--- src/rtl/sha_1_padder_pkg.sv ---
// Shared types, constants and byte-lane helpers for the SHA-1 message padder.
package sha_1_padder_pkg;

    localparam int unsigned BLOCK_WORDS  = 16;
    localparam int unsigned BLOCK_BYTES  = 64;
    localparam int unsigned LEN_BYTE_POS = 56;
    localparam logic [7:0]  PAD_BYTE     = 8'h80;
    localparam int unsigned PTR_W        = 7;   // 0..64 inclusive
    localparam int unsigned POS_W        = 6;   // byte index within a block

    // Word 0 is W0; the first byte of each word sits in [31:24].
    typedef logic [BLOCK_WORDS-1:0][31:0] block_t;
    // Byte view of the same 512 bits. Element e covers bits [8e+7:8e].
    typedef logic [BLOCK_BYTES-1:0][7:0]  block_bytes_t;

    typedef enum logic [2:0] {
        ST_ACCEPT     = 3'd0,
        ST_PAD        = 3'd1,
        ST_LEN        = 3'd2,
        ST_EMIT_FULL  = 3'd3,
        ST_EMIT_FINAL = 3'd4
    } state_e;

    // Message byte k lands in word k/4 at lane 3-(k%4), which is element k^3 of the byte view.
    function automatic logic [POS_W-1:0] lane_index(input logic [POS_W-1:0] pos);
        return pos ^ POS_W'(3);
    endfunction

    // Byte-lane write decoder: store one message byte at position pos.
    function automatic block_t put_byte(input block_t blk, input logic [POS_W-1:0] pos,
                                        input logic [7:0] val);
        block_bytes_t bytes;
        bytes = blk;
        bytes[lane_index(pos)] = val;
        return bytes;
    endfunction

    // Place the pad marker at pos and clear every byte after it.
    function automatic block_t pad_tail(input block_t blk, input logic [POS_W-1:0] pos);
        block_bytes_t bytes;
        bytes = blk;
        for (int k = 0; k < BLOCK_BYTES; k++) begin
            if (POS_W'(k) > pos) begin
                bytes[lane_index(POS_W'(k))] = 8'h00;
            end
        end
        bytes[lane_index(pos)] = PAD_BYTE;
        return bytes;
    endfunction

    // Big-endian 64-bit message bit length into bytes 56..63 (words 14 and 15).
    function automatic block_t put_len(input block_t blk, input logic [63:0] len);
        block_t b;
        b = blk;
        b[BLOCK_WORDS-2] = len[63:32];
        b[BLOCK_WORDS-1] = len[31:0];
        return b;
    endfunction

endpackage

--- src/rtl/sha_1_padder.sv ---
// SHA-1 front end: packs a byte stream into 512-bit blocks and appends the padding.
module sha_1_padder
    import sha_1_padder_pkg::*;
#(
    parameter int unsigned LEN_W = 64
) (
    input  logic        clk,
    input  logic        rst_n,
    input  logic        in_valid,
    output logic        in_ready,
    input  logic [7:0]  in_byte,
    input  logic        in_keep,
    input  logic        in_last,
    output logic        blk_valid,
    input  logic        blk_ready,
    output block_t      blk_data,
    output logic        blk_last,
    output logic        busy
);

    state_e             state_q, state_d;
    logic [PTR_W-1:0]   ptr_q, ptr_d;
    logic [LEN_W-1:0]   len_q, len_d;
    block_t             buf_q, buf_d;
    logic               pad_pend_q, pad_pend_d;
    logic               len_pend_q, len_pend_d;
    logic               in_ready_q, in_ready_d;
    logic               blk_valid_q, blk_valid_d;
    logic               blk_last_q, blk_last_d;
    logic               busy_q, busy_d;
    logic [63:0]        len64;

    assign len64 = 64'(len_q);

    // Next-state, buffer update and registered-output decode.
    always_comb begin
        state_d    = state_q;
        ptr_d      = ptr_q;
        len_d      = len_q;
        buf_d      = buf_q;
        pad_pend_d = pad_pend_q;
        len_pend_d = len_pend_q;

        case (state_q)
            ST_ACCEPT: begin
                if (in_valid && in_ready_q) begin
                    if (in_keep) begin
                        buf_d = put_byte(buf_q, ptr_q[POS_W-1:0], in_byte);
                        ptr_d = ptr_q + PTR_W'(1);
                        len_d = len_q + LEN_W'(8);
                    end
                    // A beat with keep=0 and last=0 is dropped without effect.
                    if (in_keep && (ptr_q == PTR_W'(BLOCK_BYTES - 1))) begin
                        state_d    = ST_EMIT_FULL;
                        pad_pend_d = in_last;
                    end else if (in_last) begin
                        state_d = ST_PAD;
                    end
                end
            end
            ST_PAD: begin
                buf_d = pad_tail(buf_q, ptr_q[POS_W-1:0]);
                if (ptr_q <= PTR_W'(LEN_BYTE_POS - 1)) begin
                    buf_d   = put_len(buf_d, len64);
                    state_d = ST_EMIT_FINAL;
                end else begin
                    len_pend_d = 1'b1;
                    state_d    = ST_EMIT_FULL;
                end
            end
            ST_LEN: begin
                buf_d      = put_len('0, len64);
                len_pend_d = 1'b0;
                state_d    = ST_EMIT_FINAL;
            end
            ST_EMIT_FULL: begin
                if (blk_valid_q && blk_ready) begin
                    buf_d = '0;
                    ptr_d = '0;
                    if (pad_pend_q) begin
                        pad_pend_d = 1'b0;
                        state_d    = ST_PAD;
                    end else if (len_pend_q) begin
                        state_d = ST_LEN;
                    end else begin
                        state_d = ST_ACCEPT;
                    end
                end
            end
            ST_EMIT_FINAL: begin
                if (blk_valid_q && blk_ready) begin
                    buf_d   = '0;
                    ptr_d   = '0;
                    len_d   = '0;
                    state_d = ST_ACCEPT;
                end
            end
            default: begin
                state_d = ST_ACCEPT;
            end
        endcase

        in_ready_d  = (state_d == ST_ACCEPT);
        blk_valid_d = (state_d == ST_EMIT_FULL) || (state_d == ST_EMIT_FINAL);
        blk_last_d  = (state_d == ST_EMIT_FINAL);
        busy_d      = !((state_d == ST_ACCEPT) && (ptr_d == '0));
    end

    // State and output registers; reset discards any partial message.
    always_ff @(posedge clk or negedge rst_n) begin
        if (!rst_n) begin
            state_q     <= ST_ACCEPT;
            ptr_q       <= '0;
            len_q       <= '0;
            buf_q       <= '0;
            pad_pend_q  <= 1'b0;
            len_pend_q  <= 1'b0;
            in_ready_q  <= 1'b0;
            blk_valid_q <= 1'b0;
            blk_last_q  <= 1'b0;
            busy_q      <= 1'b0;
        end else begin
            state_q     <= state_d;
            ptr_q       <= ptr_d;
            len_q       <= len_d;
            buf_q       <= buf_d;
            pad_pend_q  <= pad_pend_d;
            len_pend_q  <= len_pend_d;
            in_ready_q  <= in_ready_d;
            blk_valid_q <= blk_valid_d;
            blk_last_q  <= blk_last_d;
            busy_q      <= busy_d;
        end
    end

    assign in_ready  = in_ready_q;
    assign blk_valid = blk_valid_q;
    assign blk_last  = blk_last_q;
    assign busy      = busy_q;
    assign blk_data  = buf_q;

    // keep=0 is only meaningful as the empty-message marker on the last beat.
    keep_needs_last: assert property (@(posedge clk) disable iff (!rst_n)
        (in_valid && in_ready && !in_keep) |-> in_last);

endmodule

--- config.mk ---
export PLATFORM = sky130hd
export DESIGN_NAME = sha_1_padder
export DESIGN_NICKNAME = d
export VERILOG_FILES = /design/src/rtl/sha_1_padder_pkg.sv /design/src/rtl/sha_1_padder.sv
export SDC_FILE = /design/constraint.sdc
export NUM_CORES = 1
export LEC_CHECK = 0
export BUFFER_PORTS_ARGS = -buffer_cell sky130_fd_sc_hd__buf_2
export CORE_MARGIN = 10
export CORE_UTILIZATION = 56
export DETAILED_ROUTE_END_ITERATION = 12
export GPL_TIMING_DRIVEN = 0
export HOLD_SLACK_MARGIN = 0.03
export PLACE_DENSITY_LB_ADDON = 0.05
export SYNTH_ARGS = -nofsm -noshare
export SYNTH_HDL_FRONTEND = slang
export SYNTH_SLANG_ARGS = --single-unit
--- constraint.sdc ---
create_clock -name clk -period 3.2 [get_ports clk]
set_input_delay 0.64 -clock clk [delete_from_list [all_inputs] [get_ports clk]]
set_output_delay 0.64 -clock clk [all_outputs]
set_load 0.005 [all_outputs]
Word-level counts from Yosys, hierarchy flattened
Index checks and enable logic that the tools add are counted.

Register bits after elaboration: 592. Input bits: 14. Output and inout bits: 516. Word-level logic and storage cells: 290.

Add/subtract/negate cells: 2. $lt $le $gt $ge: 67. Eq/ne operators: 14. Muxes and demuxes: 159. Bitwise logic cells: 4. Reduce and logical (&&, ||, !) cells: 19.

Operators by type and width (number): $mux 512 (4); $pmux 512 s4 (1); $mux 8 (129); $bwmux 512 (1); $and 448x448->448 (1); $not 448->448 (1); $gt 6x6->1 const A (32); $mux 64 (3); $pmux 64 s2 (1); $gt 5x6->1 const A (16); $add 64x4->64 const B (1); $or 64x64->64 (1); $demux 8 s6 (1); $gt 4x6->1 const A (8); $gt 3x6->1 const A (4); $mux 7 (3); $mux 3 (6); $pmux 3 s5 (1); $pmux 7 s2 (1); $gt 1x6->1 const A (2); $gt 2x6->1 const A (2); $ne 2x2->1 const B (6); $reduce_and 4->1 (3); $eq 3x2->1 const B (3); 21 further kinds (34).

Depth between registers and ports, before layout
Depth in word-level cells: 9. Gate-level depth with buffers: 9.

Worst setup path after synthesis
OpenSTA, ideal clock, no wires.

Kind: input-to-reg. Start: input in_keep. End: register buf_q, in the netlist blk_data[293]. Library setup time: 0.121 ns. Arrival time: 2.388 ns. Data required time: 3.079 ns. Path slack: 0.691 ns. Stages on the path: 7. Path through: nand3_1 a22o_1 buf_2 nor3_1 clkbuf_1 o22ai_1 a22o_1.

Longest elaborated chain between the ends: 2.

RTL lines: start: declaration (line sha_1_padder.sv:12) `input logic in_keep,`; $ne 2x2->1 (no source line); $reduce_and 4->1 (no source line); end signal: assignment (line sha_1_padder.sv:126) `buf_q <= buf_d;`; end: declaration (line sha_1_padder.sv:24) `block_t buf_q, buf_d;`.

No other way between the ends. A chain may end at the register's enable or synchronous reset.

Final worst setup path
Start: register state_q[2]. End: register buf_q, in the netlist blk_data[262].

Longest elaborated chain between the ends: 4.

RTL lines: start: declaration (line sha_1_padder.sv:21) `state_e state_q, state_d;`; start signal: assignment (line sha_1_padder.sv:123) `state_q <= state_d;`; $eq 3x3->1 / $eq 3x2->1 (equally long branches) (line sha_1_padder.sv:44) `case (state_q)`; $reduce_or 2->1 (no source line); $ne 2x1->1 (no source line) / $reduce_bool 4->1 (equally long branches); $reduce_and 4->1 (no source line).

Parallel ways exist; a longest one is shown, timed or not.

==> flow_summary_export.csv <==
group,metric,value,unit
power,ir_drop,0.4614,mV
place,placed_cells,3717,
layout,instances_no_fill,3837,
synth,synth.avg_cell_area,10.33,sq um
cts,clkSinkCount,589,
sta,hold_violations,0,
synth,synth_nets,2593,
synth,ys_seq_area_share,55.40,%
critical_path,worst_ep_arrival_time,3.82,ns
routing,vias_per_cell,6.953,
sta,layout_setup_ws,-0.08287,ns
die,rows,79,
critical_path,max_stage_delay,0.60,ns
synth,synth-edff-count,0,
worst_hold_path,holdPathStages,3,
routing,vias,26680,
critical_path,reg2reg_to,"blk_data[262]",
die,die_w,238.0,um
die,start_util,56.91,%
cts,cts_buffers,58,
synth,synth_top_cell_by_area,"dfrtp_1",
sta,relSlewSlack,13.01,%
sta,fin_crit_sh,102.6,%
worst_hold_path,whs_endpoint,"pad_pend_q",
routing,wl_per_cell,31.12,um
global_routing,grt_usage,40.53,%
synth,yosysMostFrequentCell,"dfrtp_1",
critical_path,cp-start-kind,"flip-flop",
synth,async_flop_share,100.0,%
synth,synth_top_area_share,55.40,%
sta,fmax,0.3046,GHz
synth,netlist_area,26610,sq um
layout,nets,3198,
synth,ys_ff_latch,589,
routing,drc,0,
critical_path,r2r_start,"state_q[2]",
layout,fillers,3478,
synth,yosysUniqueCellTypes,74,
global_routing,grt_pass1_wl,172.7,mm
place,io_buffer_count,529,
flow_run,drv_cap,0,
sta,rsz0062_at_grt,"yes",
cts,path_clk_slew,0.07,ns
sta,slew_violations,0,
place,dp_hpwl,86.91,mm
place,gp_congestion,1.061,
layout,layout-drive-gt1-share,25.78,%
cts,worstSkewPairLatency,0.63,ns
synth,syn_inst,2575,
worst_hold_path,hp-class,"in2reg",
critical_path,worstPathRequired,3.74,ns
sta,finalClockSkew,0.02355,ns
routing,first_iter_violations,3969,
critical_path,cp_top_family,"buffers and inverters",
routing,wirelength,119.4,mm
layout,syn2layout_area_growth,23.11,%
critical_path,crit_chain,"buf_2 -> clkbuf_1 -> o21ai_1 -> a21oi_2 -> clkbuf_2 -> clkbuf_2 -> nand2_1 -> a21oi_1",
sta,worst_pin_slew,1.301,ns
power,power,0.02496,W
synth,yosysWarnings,0,
critical_path,critPathMaxFanout,10,
critical_path,r2r_slack,-0.08,ns
die,die_area,56630,sq um
global_routing,antenna_found_initial,2,
cts,ctsHtreeMaxLevel,2,
routing,drtAntennaViolNets,0,
power,power.leakage,16.61,nW
die,fp.dieH,238.0,um
routing,drtPass1Iterations,6,
global_routing,grt_overflow,0,
critical_path,endpoint_kind,"flip-flop",
sta,setup-violations-final,48,
synth,synth_area_leaders,"dfrtp_1 55%, a22o_1 5.0%, mux2i_1 3.5%",
die,core,46750,sq um
sta,finalCriticalPeriod,3.283,ns
synth,ys_top_cells_by_count,"589 x dfrtp_1, 227 x nor2_1, 159 x nand2_1",
global_routing,grt_max_degree,129,
sta,fin_worst_hold_slack,0.2833,ns
critical_path,crit_path_frequent_cell,"clkbuf_2",
cts,cts.path.max_buffers,3,
outcome,status,"complete, but fails checks",
outcome,violations,"negative setup slack",
layout,final_util,70.06,%
worst_hold_path,hold_start,"in_last",
cts,cts_tree,"yes",
critical_path,critPathKind,"reg2reg",
critical_path,slowest_stage,"a21oi_2",
global_routing,grt_pass1_vias,25910,
die,num_io_pins,530,
power,power.density,762.1,nW/um^2
synth,synthFlopType,"dfrtp_1",
critical_path,reg2reg_depth,8,
critical_path,cp_num_buf_inv,4,
cts,cts-root-buf,"clkbuf_16",
[cells in the final DEF, fill, tap and decap left out, drive strengths merged, types with 11 or more instances in the layout]
| master | count |
|---|---|
| dfrtp | 589 |
| buf | 585 |
| nor2 | 229 |
| clkbuf | 221 |
| o21ai | 166 |
| nand2 | 159 |
| a22o | 152 |
| a21oi | 135 |
| nand3 | 105 |
| inv | 100 |
| mux2i | 92 |
| o22ai | 81 |
| o2bb2ai | 56 |
| a22oi | 53 |
| nor3 | 53 |
| nand4 | 44 |
| o31ai | 33 |
| or4 | 32 |
| a221o | 32 |
| or3 | 28 |
| o211ai | 28 |
| and3 | 22 |
| a21o | 15 |
| a2bb2oi | 14 |
| clkinv | 12 |
| and2 | 11 |
| or2 | 11 |
[cells by family (layout without fill, tap and decap cells)]
group | Yosys count | in the layout | synth area share, %
other | 0 | 3 | 0
muxes | 93 | 93 | 3.503
adders and majority gates | 4 | 4 | 0.1881
and+or+nand+nor | 741 | 741 | 13.85
AOI/OAI and AO/OA | 851 | 851 | 22.46
DFF | 589 | 589 | 55.40
buffers and inverters | 283 | 935 | 4.143
xor gates and xnor gates | 14 | 14 | 0.4609
[worst min-delay path, cell delays in order]
cell,delay (ns)
buf_2,0.11
nand2_1,0.05
o21ai_0,0.07
[worst max-delay path by stage]
stage / from / end / depth (start not counted)
6_report: state_q[2] / blk_data[262] / 8
2_1_floorplan: in_keep / blk_data[293] / 7
3_3_place_gp: rst_n / blk_data[272] / 1
4_1_cts: ptr_q[0] / blk_data[175] / 9
5_1_grt: state_q[2] / blk_data[262] / 8
3_5_place_dp: state_q[2] / blk_data[327] / 8
[flip-flops by register name, summed over array words and instances, names as in the netlist]
name and cells:
blk_last 1, blk_data 512, in_ready 1, ptr_q 7
state_q 3, len_pend_q 1, busy 1, len64 61
pad_pend_q 1, blk_valid 1
[per-layer routing]
metal	wire length [um]	vias up	GRT usage [%]
met2	53160	2063	61.60
met3	15060	446	12.55
met4	7552	4	22.50
met5	114	-	0
li1	-	10790	-
met1	43510	13380	51.12
[per-stage QoR]
stage               area (sq um)  setup TNS, ns  worst slack (ns)
floorplan                  26610              0            0.6910
global placement           30010       -6009.20            -9.967
detailed placement         30170        -179.99           -0.8177
CTS                        32460        -0.1183          -0.03094
global route               32750        -0.2699          -0.05003
finish                     32760         -1.059          -0.08287
[what timing repair did]
| action | CTS | global route |
|---|---|---|
| resized for setup | 75 | 98 |
| pin swaps | 0 | 8 |
| endpoints found under the setup margin | 422 | 397 |
| hold buffers | 1 | 0 |
| buffers inserted | 1 | 10 |
| hold endpoints to repair | 32 | 0 |
[report_power, final]
part	leakage, nW	switching (W)	internal [W]	total, W
Combinational	7.62	0.00611	0.00243	0.00854
Sequential	7.99	0.000710	0.00834	0.00905
Clock	0.994	0.00309	0.00429	0.00737
[final cells by class]
type	count	area [sq um]	share of cell area, %
sequential	589	14740	45.00
multi-input combinational	1703	11130	33.98
timing repair buffer	547	2895	8.839
clock buffer	77	1654	5.050
buffer	185	823.3	2.513
tap	607	759.5	2.319
clock inverter	30	387.9	1.184
inverter	96	360.3	1.100
antenna	3	7.507	0.02292
Power figures use the tool's default switching activity.
